$ cat config.mk
export PLATFORM = sky130hd
export DESIGN_NAME = alib_code_packer_flat
export DESIGN_NICKNAME = d
export VERILOG_FILES = /design/src/rtl/alib_code_packer_if.sv /design/src/rtl/alib_code_packer.sv /design/src/flat_wrapper.sv
export SDC_FILE = /design/constraint.sdc
export NUM_CORES = 1
export LEC_CHECK = 0
export CAP_MARGIN = 40
export CORE_MARGIN = 3
export CORE_UTILIZATION = 58
export CTS_CLUSTER_DIAMETER = 80
export DETAILED_ROUTE_END_ITERATION = 10
export PLACE_DENSITY = 0.81
export SYNTH_ARGS = -nofsm -noshare
export SYNTH_HDL_FRONTEND = slang
export SYNTH_SLANG_ARGS = --single-unit
$ cat constraint.sdc
create_clock -name clk_i -period 4.8 [get_ports clk_i]
set_input_delay 0.96 -clock clk_i [delete_from_list [all_inputs] [get_ports clk_i]]
set_output_delay 0.96 -clock clk_i [all_outputs]
set_load 0.02 [all_outputs]
$ cat src/rtl/alib_code_packer_if.sv
// Rank-in / packed-word-out bundle for the octree code packer.
// The master modport drives ranks, flush and word_ready. The slave modport is the packer side.
interface alib_code_packer_if #(
  parameter int RANK_W = 8,
  parameter int OUT_W  = 32,
  parameter int BITS_W = $clog2(OUT_W + 1)
);
  logic              i_valid;
  logic              o_ready;
  logic [RANK_W-1:0] i_rank;
  logic              i_flush;
  logic              o_word_valid;
  logic              i_word_ready;
  logic [OUT_W-1:0]  o_word;
  logic [BITS_W-1:0] o_word_bits;
  logic              o_word_last;
  logic              o_flush_done;
  logic              o_err_range;

  modport master (
    output i_valid, i_rank, i_flush, i_word_ready,
    input  o_ready, o_word_valid, o_word, o_word_bits, o_word_last, o_flush_done, o_err_range
  );

  modport slave (
    input  i_valid, i_rank, i_flush, i_word_ready,
    output o_ready, o_word_valid, o_word, o_word_bits, o_word_last, o_flush_done, o_err_range
  );
endinterface

$ cat src/rtl/alib_code_packer.sv
// Maps ranks to 5-tier prefix codes and packs them MSB-first into OUT_W-bit words.
// Zero-latency encode into a 2*OUT_W left-aligned accumulator; explicit flush emits a padded tail word.
module alib_code_packer #(
  parameter int RANK_W = 8,
  parameter int OUT_W  = 32,
  parameter int SUF0   = 2,
  parameter int SUF1   = 3,
  parameter int SUF2   = 4,
  parameter int SUF3   = 6,
  parameter int SUF4   = 8
) (
  input  logic               clk_i,
  input  logic               rst_i,
  alib_code_packer_if.slave  pk
);
  localparam int BUF_W  = 2 * OUT_W;
  localparam int FILL_W = $clog2(BUF_W + 1);
  localparam int BITS_W = $clog2(OUT_W + 1);
  localparam int B1  = 1 << SUF0;
  localparam int B2  = B1 + (1 << SUF1);
  localparam int B3  = B2 + (1 << SUF2);
  localparam int B4  = B3 + (1 << SUF3);
  localparam int CAP = B4 + (1 << SUF4);
  localparam int L0 = 1 + SUF0;
  localparam int L1 = 2 + SUF1;
  localparam int L2 = 3 + SUF2;
  localparam int L3 = 4 + SUF3;
  localparam int L4 = 5 + SUF4;
  // Longest code over all tiers, so a non-monotonic suffix set can never overflow the buffer.
  localparam int M01 = (L0 > L1) ? L0 : L1;
  localparam int M23 = (L2 > L3) ? L2 : L3;
  localparam int M03 = (M01 > M23) ? M01 : M23;
  localparam int MAX_LEN = (M03 > L4) ? M03 : L4;

  typedef enum logic [1:0] {RUN, DRAIN, TAIL} state_t;

  state_t             state_q, state_d;
  logic [BUF_W-1:0]   acc_q, acc_d;
  logic [FILL_W-1:0]  fill_q, fill_d;
  logic               err_q, err_d;

  logic [31:0]        rank_ext;
  logic [BUF_W-1:0]   code_al;
  logic [FILL_W-1:0]  code_len;
  logic               in_range;

  logic               ready_c, word_valid_c, word_last_c, flush_done_c;
  logic [OUT_W-1:0]   word_c;
  logic [BITS_W-1:0]  word_bits_c;
  logic               pop, push;
  logic [BUF_W-1:0]   acc_base;
  logic [FILL_W-1:0]  fill_base;

  function automatic logic [BUF_W-1:0] align_code(input int pfx, input int suf_w,
                                                  input int len, input logic [31:0] off);
    logic [BUF_W-1:0] v;
    v = (BUF_W'(pfx) << suf_w) | BUF_W'(off);
    return v << (BUF_W - len);
  endfunction

  always_comb begin
    rank_ext = 32'(pk.i_rank);
    in_range = 1'b1;
    code_len = '0;
    code_al  = '0;
    if (rank_ext < B1) begin
      code_len = FILL_W'(L0);
      code_al  = align_code(0, SUF0, L0, rank_ext);
    end else if (rank_ext < B2) begin
      code_len = FILL_W'(L1);
      code_al  = align_code(2, SUF1, L1, rank_ext - B1);
    end else if (rank_ext < B3) begin
      code_len = FILL_W'(L2);
      code_al  = align_code(6, SUF2, L2, rank_ext - B2);
    end else if (rank_ext < B4) begin
      code_len = FILL_W'(L3);
      code_al  = align_code(14, SUF3, L3, rank_ext - B3);
    end else if (rank_ext < CAP) begin
      code_len = FILL_W'(L4);
      code_al  = align_code(30, SUF4, L4, rank_ext - B4);
    end else begin
      in_range = 1'b0;
    end
  end

  always_comb begin
    state_d      = state_q;
    acc_d        = acc_q;
    fill_d       = fill_q;
    err_d        = err_q;
    word_valid_c = 1'b0;
    word_last_c  = 1'b0;
    word_bits_c  = '0;
    word_c       = '0;
    flush_done_c = 1'b0;
    ready_c      = !rst_i && (state_q == RUN) && (fill_q <= FILL_W'(BUF_W - MAX_LEN));

    case (state_q)
      RUN, DRAIN: word_valid_c = (fill_q >= FILL_W'(OUT_W));
      TAIL: begin
        word_valid_c = 1'b1;
        word_last_c  = 1'b1;
      end
      default: word_valid_c = 1'b0;
    endcase
    if (word_valid_c) begin
      word_c      = acc_q[BUF_W-1 -: OUT_W];
      word_bits_c = word_last_c ? BITS_W'(fill_q) : BITS_W'(OUT_W);
    end

    pop  = word_valid_c && pk.i_word_ready;
    push = ready_c && pk.i_valid;

    if (pop && state_q == TAIL) begin
      acc_base  = '0;
      fill_base = '0;
    end else if (pop) begin
      acc_base  = acc_q << OUT_W;
      fill_base = fill_q - FILL_W'(OUT_W);
    end else begin
      acc_base  = acc_q;
      fill_base = fill_q;
    end

    acc_d  = acc_base;
    fill_d = fill_base;
    if (push) begin
      if (in_range) begin
        acc_d  = acc_base | (code_al >> fill_base);
        fill_d = fill_base + code_len;
      end else begin
        err_d = 1'b1;
      end
    end

    case (state_q)
      RUN: if (pk.i_flush) state_d = DRAIN;
      DRAIN: begin
        if (fill_q < FILL_W'(OUT_W)) begin
          if (fill_q == '0) begin
            flush_done_c = 1'b1;
            state_d      = RUN;
          end else begin
            state_d = TAIL;
          end
        end
      end
      TAIL: begin
        if (pop) begin
          flush_done_c = 1'b1;
          state_d      = RUN;
        end
      end
      default: state_d = RUN;
    endcase
  end

  always_ff @(posedge clk_i or posedge rst_i) begin
    if (rst_i) begin
      state_q <= RUN;
      acc_q   <= '0;
      fill_q  <= '0;
      err_q   <= 1'b0;
    end else begin
      state_q <= state_d;
      acc_q   <= acc_d;
      fill_q  <= fill_d;
      err_q   <= err_d;
    end
  end

  assign pk.o_ready      = ready_c;
  assign pk.o_word_valid = word_valid_c;
  assign pk.o_word       = word_c;
  assign pk.o_word_bits  = word_bits_c;
  assign pk.o_word_last  = word_last_c;
  assign pk.o_flush_done = flush_done_c;
  assign pk.o_err_range  = err_q;
endmodule

$ cat src/flat_wrapper.sv
// flat-port wrapper written by rule: the top's interface ports become plain ports
module alib_code_packer_flat 
#(
  parameter int RANK_W = 8,
  parameter int OUT_W  = 32,
  parameter int SUF0   = 2,
  parameter int SUF1   = 3,
  parameter int SUF2   = 4,
  parameter int SUF3   = 6,
  parameter int SUF4   = 8
)
  (clk_i, rst_i, pk_i_valid, pk_i_rank, pk_i_flush, pk_i_word_ready, pk_o_ready, pk_o_word_valid, pk_o_word, pk_o_word_bits, pk_o_word_last, pk_o_flush_done, pk_o_err_range);
  alib_code_packer_if #(.RANK_W(RANK_W), .OUT_W(OUT_W)) pk_i ();
  input  logic clk_i;
  input  logic rst_i;
  input wire logic [$bits(pk_i.i_valid)-1:0] pk_i_valid;
  input wire logic [$bits(pk_i.i_rank)-1:0] pk_i_rank;
  input wire logic [$bits(pk_i.i_flush)-1:0] pk_i_flush;
  input wire logic [$bits(pk_i.i_word_ready)-1:0] pk_i_word_ready;
  output wire logic [$bits(pk_i.o_ready)-1:0] pk_o_ready;
  output wire logic [$bits(pk_i.o_word_valid)-1:0] pk_o_word_valid;
  output wire logic [$bits(pk_i.o_word)-1:0] pk_o_word;
  output wire logic [$bits(pk_i.o_word_bits)-1:0] pk_o_word_bits;
  output wire logic [$bits(pk_i.o_word_last)-1:0] pk_o_word_last;
  output wire logic [$bits(pk_i.o_flush_done)-1:0] pk_o_flush_done;
  output wire logic [$bits(pk_i.o_err_range)-1:0] pk_o_err_range;
  assign pk_i.i_valid = pk_i_valid;
  assign pk_i.i_rank = pk_i_rank;
  assign pk_i.i_flush = pk_i_flush;
  assign pk_i.i_word_ready = pk_i_word_ready;
  assign pk_o_ready = pk_i.o_ready;
  assign pk_o_word_valid = pk_i.o_word_valid;
  assign pk_o_word = pk_i.o_word;
  assign pk_o_word_bits = pk_i.o_word_bits;
  assign pk_o_word_last = pk_i.o_word_last;
  assign pk_o_flush_done = pk_i.o_flush_done;
  assign pk_o_err_range = pk_i.o_err_range;
  alib_code_packer #(.RANK_W(RANK_W), .OUT_W(OUT_W), .SUF0(SUF0), .SUF1(SUF1), .SUF2(SUF2), .SUF3(SUF3), .SUF4(SUF4)) u_core (.clk_i(clk_i), .rst_i(rst_i), .pk(pk_i));
endmodule
==> results of run 1 <==
## layer usage
metal / share of wire / wire length (um) / global-route usage / vias up
li1: - / - / - / 2505
met1: 0.43 / 7150 / 0.457 / 2624
met2: 0.45 / 7530 / 0.493 / 313
met3: 0.086 / 1420 / 0.0487 / 62
met4: 0.030 / 496 / 0.120 / 0
met5: 0 / 0 / 0 / -
## registers in the layout, indices dropped and copies added, names as in the netlist
name	count
u_core.acc_q	64
u_core.fill_q	7
u_core.state_q	2
## critical path, stage by stage
cell and delay, ns:
clkdlybuf4s50_1 0.54, ha_1 0.44, a2111o_1 0.62, a311oi_2 0.36, mux2_2 0.23, nand2_1 0.08, and4_1 0.23, a211oi_1 0.58
o221ai_1 0.22
## per-stage QoR
step	cells	hold slack [ns]
after floorplan	653	0.442
after detailed placement	783	0.464
after global routing	799	0.508
after CTS	799	0.483
after global placement	782	0.455
final	799	0.489
## final cells by class
cell class                      count  area (um2)
Sequential cell                    73        1830
Clock inverter                      7         103
Timing Repair Buffer               68         666
Fill cell                         760        2680
Tap cell                          108         135
Clock buffer                        9         124
Inverter                           22        82.6
Multi-Input combinational cell    512        3310
## power groups by stage
stage,registers [mW],clock network [mW],logic (mW)
after floorplan,0.812,0,1.33
after global placement,0.854,0,1.78
after detailed placement,0.861,0,1.81
after CTS,0.850,0.569,1.83
after global routing,0.866,0.595,2.02
final,0.854,0.568,1.87
## cells in the final DEF (no fill, tap or decap), types with 5 or more instances in the layout
cell             Yosys  final
a211oi_1             7      7
a21oi_1             54     54
a221oi_1             6      6
a22o_1               5      5
a31oi_1             10     10
and2_1              36     36
and3_1               7      7
buf_4                1     13
clkbuf_8             0      9
clkdlybuf4s50_1      0     54
dfrtp_1             73     73
ha_1                11     11
inv_1               19     18
mux2i_1              7      7
nand2_1             63     63
nand3_1             18     18
nor2_1              37     37
nor3_1              16     16
nor3b_1             33     33
nor4_1               5      5
o211ai_1            13     13
o21ai_0             38     37
o21ai_1             17     18
o21ai_2              5      5
o221ai_1            19     19
or3_1                5      5
## how the worst max path moves through the flow
| stage | endpoint | cells past startpoint |
|---|---|---|
| after floorplan | pk_o_ready | 3 |
| after global placement | u_core.acc_q[34]$_DFF_PP0_ | 9 |
| after detailed placement | u_core.acc_q[31]$_DFF_PP0_ | 9 |
| after CTS | pk_o_flush_done | 6 |
| after global routing | u_core.acc_q[10]$_DFF_PP0_ | 9 |
| final | u_core.acc_q[31]$_DFF_PP0_ | 9 |
## synth_stat cells (10+ instances only)
cell type / count / area [um2]
a21oi_1: 54 / 270
a31oi_1: 10 / 62.6
and2_1: 36 / 225
buf_2: 11 / 55.1
clkbuf_1: 27 / 101
dfrtp_1: 73 / 1830
ha_1: 11 / 138
inv_1: 19 / 71.3
nand2_1: 63 / 236
nand3_1: 18 / 90.1
nor2_1: 37 / 139
nor3_1: 16 / 80.1
nor3b_1: 33 / 248
o211ai_1: 13 / 97.6
o21ai_0: 38 / 190
o21ai_1: 17 / 85.1
o221ai_1: 19 / 166
## kinds of logic (layout without fill, tap and decap cells)
group	Yosys count	in the layout	share of synthesized area
AO/OA/AOI/OAI	227	227	0.290
XOR/XNOR	7	7	0.0113
adder cells (fa/ha/maj)	12	12	0.0290
buffers and inverters	68	106	0.0556
flip-flops	73	73	0.336
multiplexers	12	12	0.0267
other	1	1	0.000689
AND/OR/NAND/NOR	253	253	0.251
==> flow_metrics.py, run 1 <==
metrics = {
    "placement": {
        "place_ws_ns": 0.458,
        "gp_congestion": 1.01,
        "place_area_mm2": 0.00602,
        "dp_hpwl_um": 11500,
        "placement.io_buffers": 54,
    },
    "setup_path": {
        "crit_path_start_kind": "input pin",
        "arrival_ns": 4.27,
        "startpoint": "pk_i_rank[3]",
        "timing.rr.start": "u_core.fill_q[5]$_DFF_PP0_",
        "crit_type": "input pin to flop",
        "crit_path_end_kind": "flop",
        "r2r_end": "u_core.fill_q[5]$_DFF_PP0_",
        "critPathMaxFanout": 16,
        "required_ns": 5.01,
        "r2r_cells": 11,
        "ff2ff_setup_slack_ns": 1.16,
    },
    "clock_network": {
        "clockRootBuffer": "clkbuf_8",
        "clk_pin_slew_worst_paths_ns": 0.08,
        "cts_buffers": 9,
        "holdBufCountCts": 0,
        "cts_num_sinks": 73,
        "cts_buffer_depth": 2,
        "ctsResizeCount": 0,
        "cts_tree": "yes",
        "clk_latency_ns": 0.36,
        "cts_setup_buffers": 0,
        "htreeDepth": 3,
    },
    "synth": {
        "syn-num-nets": 678,
        "synth_seq_cells": 73,
        "synth_edf_count": 0,
        "synth.distinct_cells": 80,
        "yosysWarningCount": 0,
        "yosys_most_used_dff": "dfrtp_1",
        "syn-cell-area_mm2": 0.00544,
        "synth.avg_cell_area_um2": 8.33,
        "postSynthCellCount": 653,
        "synth_seq_area_share": 0.336,
        "synthArstFlopShare": 1.00,
    },
    "global_routing": {
        "grt_pass1_wl_um": 26700,
        "track_usage": 0.320,
        "grt_max_degree": 98,
        "antenna_found_initial": 0,
        "overflow": 0,
        "grt_pass1_vias": 5153,
    },
    "floorplan": {
        "die-area_mm2": 0.0106,
        "num_io_pins": 56,
        "die_y_um": 103,
        "die_w_um": 103,
        "num_rows": 34,
        "initial_core_util": 0.609,
        "core_area_mm2": 0.00893,
    },
    "pwr": {
        "p_sw_mw": 1.63,
        "pwr-share-seq": 0.260,
        "power.static_leakage_nw": 2.53,
        "power_frac_comb": 0.568,
        "pwr-share-clk": 0.173,
        "pwr_density_cell_mw_per_mm2": 526,
        "p_sw_frac": 0.496,
        "peakVddDrop_mv": 0.214,
        "total_power_mw": 3.29,
        "power.internal_mw": 1.66,
    },
    "outcome": {
        "status": "finished, final reports clean",
    },
    "timing": {
        "skew_ns": 0.0133,
        "tightest_slew_ns": 0.923,
        "rsz0062_at_grt": "false",
        "finalSetupTns_ns": 0,
        "hold_viol_final": 0,
        "setup_viol": 0,
        "period_share": 0.846,
        "fmax_mhz": 246,
        "drv_slew": 0,
        "fin_crit_ns": 4.06,
        "slew_headroom": 0.384,
        "layout_setup_ws_ns": 0.737,
    },
    "route": {
        "route.detailed.drc": 0,
        "vias_per_cell": 6.89,
        "final_antenna_net_count": 0,
        "drt_wl_total_um": 16600,
        "drt_iter0_drc": 665,
        "wl_per_cell_um": 20.8,
        "vias": 5504,
        "drt_pass1_iterations": 7,
    },
    "layout": {
        "nets": 711,
        "finish.utilization": 0.700,
        "final_cell_area_mm2": 0.00625,
        "drive_gt1_frac": 0.0955,
        "insertedDiodeCount": 0,
        "area_growth_pct": 14.8,
    },
    "min_path": {
        "hold_path_depth": 2,
        "hold_path.class": "flop to flop",
        "hold_end": "u_core.acc_q[3]$_DFF_PP0_",
        "hold_path_startpoint": "u_core.acc_q[3]$_DFF_PP0_",
    },
    "flow_run": {
        "maxCapViolations": 0,
    },
}
No activity file was read; power rests on OpenSTA's default activity.
==> run 2, diff against run 1 <==
--- a/config.mk
+++ b/config.mk
@@ -7,10 +7,10 @@
 export LEC_CHECK = 0
 export CAP_MARGIN = 40
 export CORE_MARGIN = 3
-export CORE_UTILIZATION = 58
+export CORE_UTILIZATION = 52
 export CTS_CLUSTER_DIAMETER = 80
 export DETAILED_ROUTE_END_ITERATION = 10
-export PLACE_DENSITY = 0.81
+export PLACE_DENSITY = 0.77
 export SYNTH_ARGS = -nofsm -noshare
 export SYNTH_HDL_FRONTEND = slang
 export SYNTH_SLANG_ARGS = --single-unit
==> constraint.sdc (replaced) <==
create_clock -name clk_i -period 3.55 [get_ports clk_i]
set_input_delay 0.71 -clock clk_i [delete_from_list [all_inputs] [get_ports clk_i]]
set_output_delay 0.71 -clock clk_i [all_outputs]
set_load 0.02 [all_outputs]
==> run 2 against run 1 <==
  * Critical path depth grew 1
  * Sequential cell count did not move
  * Clock skew decreased by 0.0052 ns
  * Largest power group unchanged
  * Highest routed layer unchanged
==> flow_metrics.py, run 2 (synthesis gave the netlist of run 1 again) <==
metrics = {
    "timing": {
        "rsz0062_at_grt": "false",
        "hold_viol_final": 0,
        "slew_headroom": 0.491,
        "tightest_slew_ns": 0.764,
        "fmax_mhz": 297,
        "skew_ns": 0.00811,
        "drv_slew": 0,
        "setup_viol": 0,
        "fin_crit_ns": 3.37,
        "period_share": 0.948,
    },
    "route": {
        "drt_wl_total_um": 17400,
        "drt_pass1_iterations": 6,
        "drt_iter0_drc": 594,
        "vias_per_cell": 6.42,
        "vias": 5684,
        "wl_per_cell_um": 19.6,
        "final_antenna_net_count": 0,
        "route.detailed.drc": 0,
    },
    "global_routing": {
        "grt_pass1_vias": 5492,
        "grt_pass1_wl_um": 28300,
        "overflow": 0,
        "grt_max_degree": 80,
        "track_usage": 0.304,
        "antenna_found_initial": 0,
    },
    "layout": {
        "stdcell_count": 885,
        "insertedDiodeCount": 0,
        "final_common_cell": "buf_4",
        "largest_reg_flops": 64,
        "nets": 772,
        "regMostFlops": "u_core.acc_q",
        "reg_top3": "u_core.acc_q: 64 flops, u_core.fill_q: 7 flops, u_core.state_q: 2 flops",
        "nFillCells": 855,
        "regArea_mm2": 0.00183,
        "final_cell_mix": "buf_4 (74), dfrtp_1 (73), nand2_1 (63)",
        "area_growth_pct": 23.9,
        "multi_input_area_mm2": 0.00331,
        "drive_gt1_frac": 0.169,
    },
    "placement": {
        "gp_congestion": 0.951,
        "dp_hpwl_um": 12800,
        "placement.io_buffers": 54,
        "dp_cells": 869,
    },
    "min_path": {
        "hold_path.class": "flop to flop",
    },
    "clock_network": {
        "cts_buffers": 9,
        "clk_pin_slew_worst_paths_ns": 0.09,
        "cts_num_sinks": 73,
        "clk_latency_ns": 0.35,
        "cts_setup_buffers": 0,
        "clockRootBuffer": "clkbuf_8",
        "htreeDepth": 3,
        "cts_tree": "yes",
        "cts_buffer_depth": 2,
    },
    "floorplan": {
        "initial_core_util": 0.547,
        "die-area_mm2": 0.0117,
        "core_area_mm2": 0.00995,
        "die_w_um": 108,
        "num_rows": 36,
        "die_y_um": 108,
        "num_io_pins": 56,
    },
    "setup_path": {
        "arrival_ns": 3.60,
        "required_ns": 3.78,
        "crit_path_start_kind": "input pin",
        "crit_path_end_kind": "flop",
        "crit_type": "input pin to flop",
        "critPathMaxFanout": 10,
    },
    "outcome": {
        "status": "finished, final reports clean",
    },
    "pwr": {
        "total_power_mw": 4.73,
        "power.static_leakage_nw": 2.81,
        "peakVddDrop_mv": 0.340,
        "pwr_density_cell_mw_per_mm2": 701,
    },
    "flow_run": {
        "maxCapViolations": 0,
    },
}
## run 2: changes by cell type in the layout (fill, tap and decap cells not counted), sizes merged
cell | before | now
clkinvlp | 0 | 1
clkinv | 3 | 2
buf | 14 | 75
## run 2: worst max-delay path, cell delays in order
cell	delay (ns)
clkdlybuf4s50_1	0.46
ha_1	0.35
a2111o_1	0.51
a311oi_2	0.35
o21ai_0	0.12
o22ai_1	0.28
o22ai_1	0.14
buf_4	0.18
mux2i_1	0.36
o21ai_1	0.13
## run 2: metrics by stage
| step | instance area (um2) | TNS (ns) | hold WS (ns) | utilization | setup WS [ns] |
|---|---|---|---|---|---|
| after floorplan | 5450 | 0 | 0.442 | - | 0.347 |
| after global placement | 6490 | -0.683 | 0.455 | 0.652 | -0.0530 |
| after detailed placement | 6520 | -2.28 | 0.469 | 0.655 | -0.132 |
| after CTS | 6740 | 0 | 0.489 | 0.677 | 0.175 |
| after global routing | 6740 | 0 | 0.513 | 0.677 | 0.0345 |
| final | 6740 | 0 | 0.489 | 0.677 | 0.184 |
## run 2: power breakdown
part / total, mW / internal [mW] / switching, mW
Clock: 0.772 / 0.404 / 0.368
Combinational: 2.81 / 1.06 / 1.75
Sequential: 1.15 / 1.00 / 0.149
Total: 4.73 / 2.46 / 2.27
## run 2: worst paths after layout
path | endpoint | cells after the start | start | slack, ns
min in group asynchronous | u_core.state_q[0]$_DFFE_PP0P_ | 3 | rst_i | 0.76
hold / removal | u_core.acc_q[3]$_DFF_PP0_ | 2 | u_core.acc_q[3]$_DFF_PP0_ | 0.49
setup reg to reg | u_core.acc_q[10]$_DFF_PP0_ | 11 | u_core.fill_q[5]$_DFF_PP0_ | 0.46
hold reg to reg | u_core.acc_q[3]$_DFF_PP0_ | 2 | u_core.acc_q[3]$_DFF_PP0_ | 0.49
setup / recovery | u_core.acc_q[0]$_DFF_PP0_ | 10 | pk_i_rank[2] | 0.18
max in group asynchronous | u_core.acc_q[26]$_DFF_PP0_ | 4 | rst_i | 2.22
## run 2: area by class of cell
| type | instances | share of cell area |
|---|---|---|
| Clock inverter | 7 | 0.0148 |
| Tap cell | 133 | 0.0247 |
| Multi-Input combinational cell | 512 | 0.491 |
| Inverter | 22 | 0.0132 |
| Timing Repair Buffer | 129 | 0.167 |
| Clock buffer | 9 | 0.0184 |
| Sequential cell | 73 | 0.271 |
## run 2: routing by layer
layer	vias to the layer above	routed length, um	track usage
li1	2628	-	-
met5	-	0	0
met4	0	313	0.0884
met3	31	1530	0.0531
met2	297	8230	0.487
met1	2728	7290	0.423
## run 2: timing repair
item | 4_1_cts | 5_1_grt
endpoints found under the hold margin | 0 | 0
hold buffers | 0 | 0
setup endpoints to repair | 1 | 0
resized for setup | 1 | 0
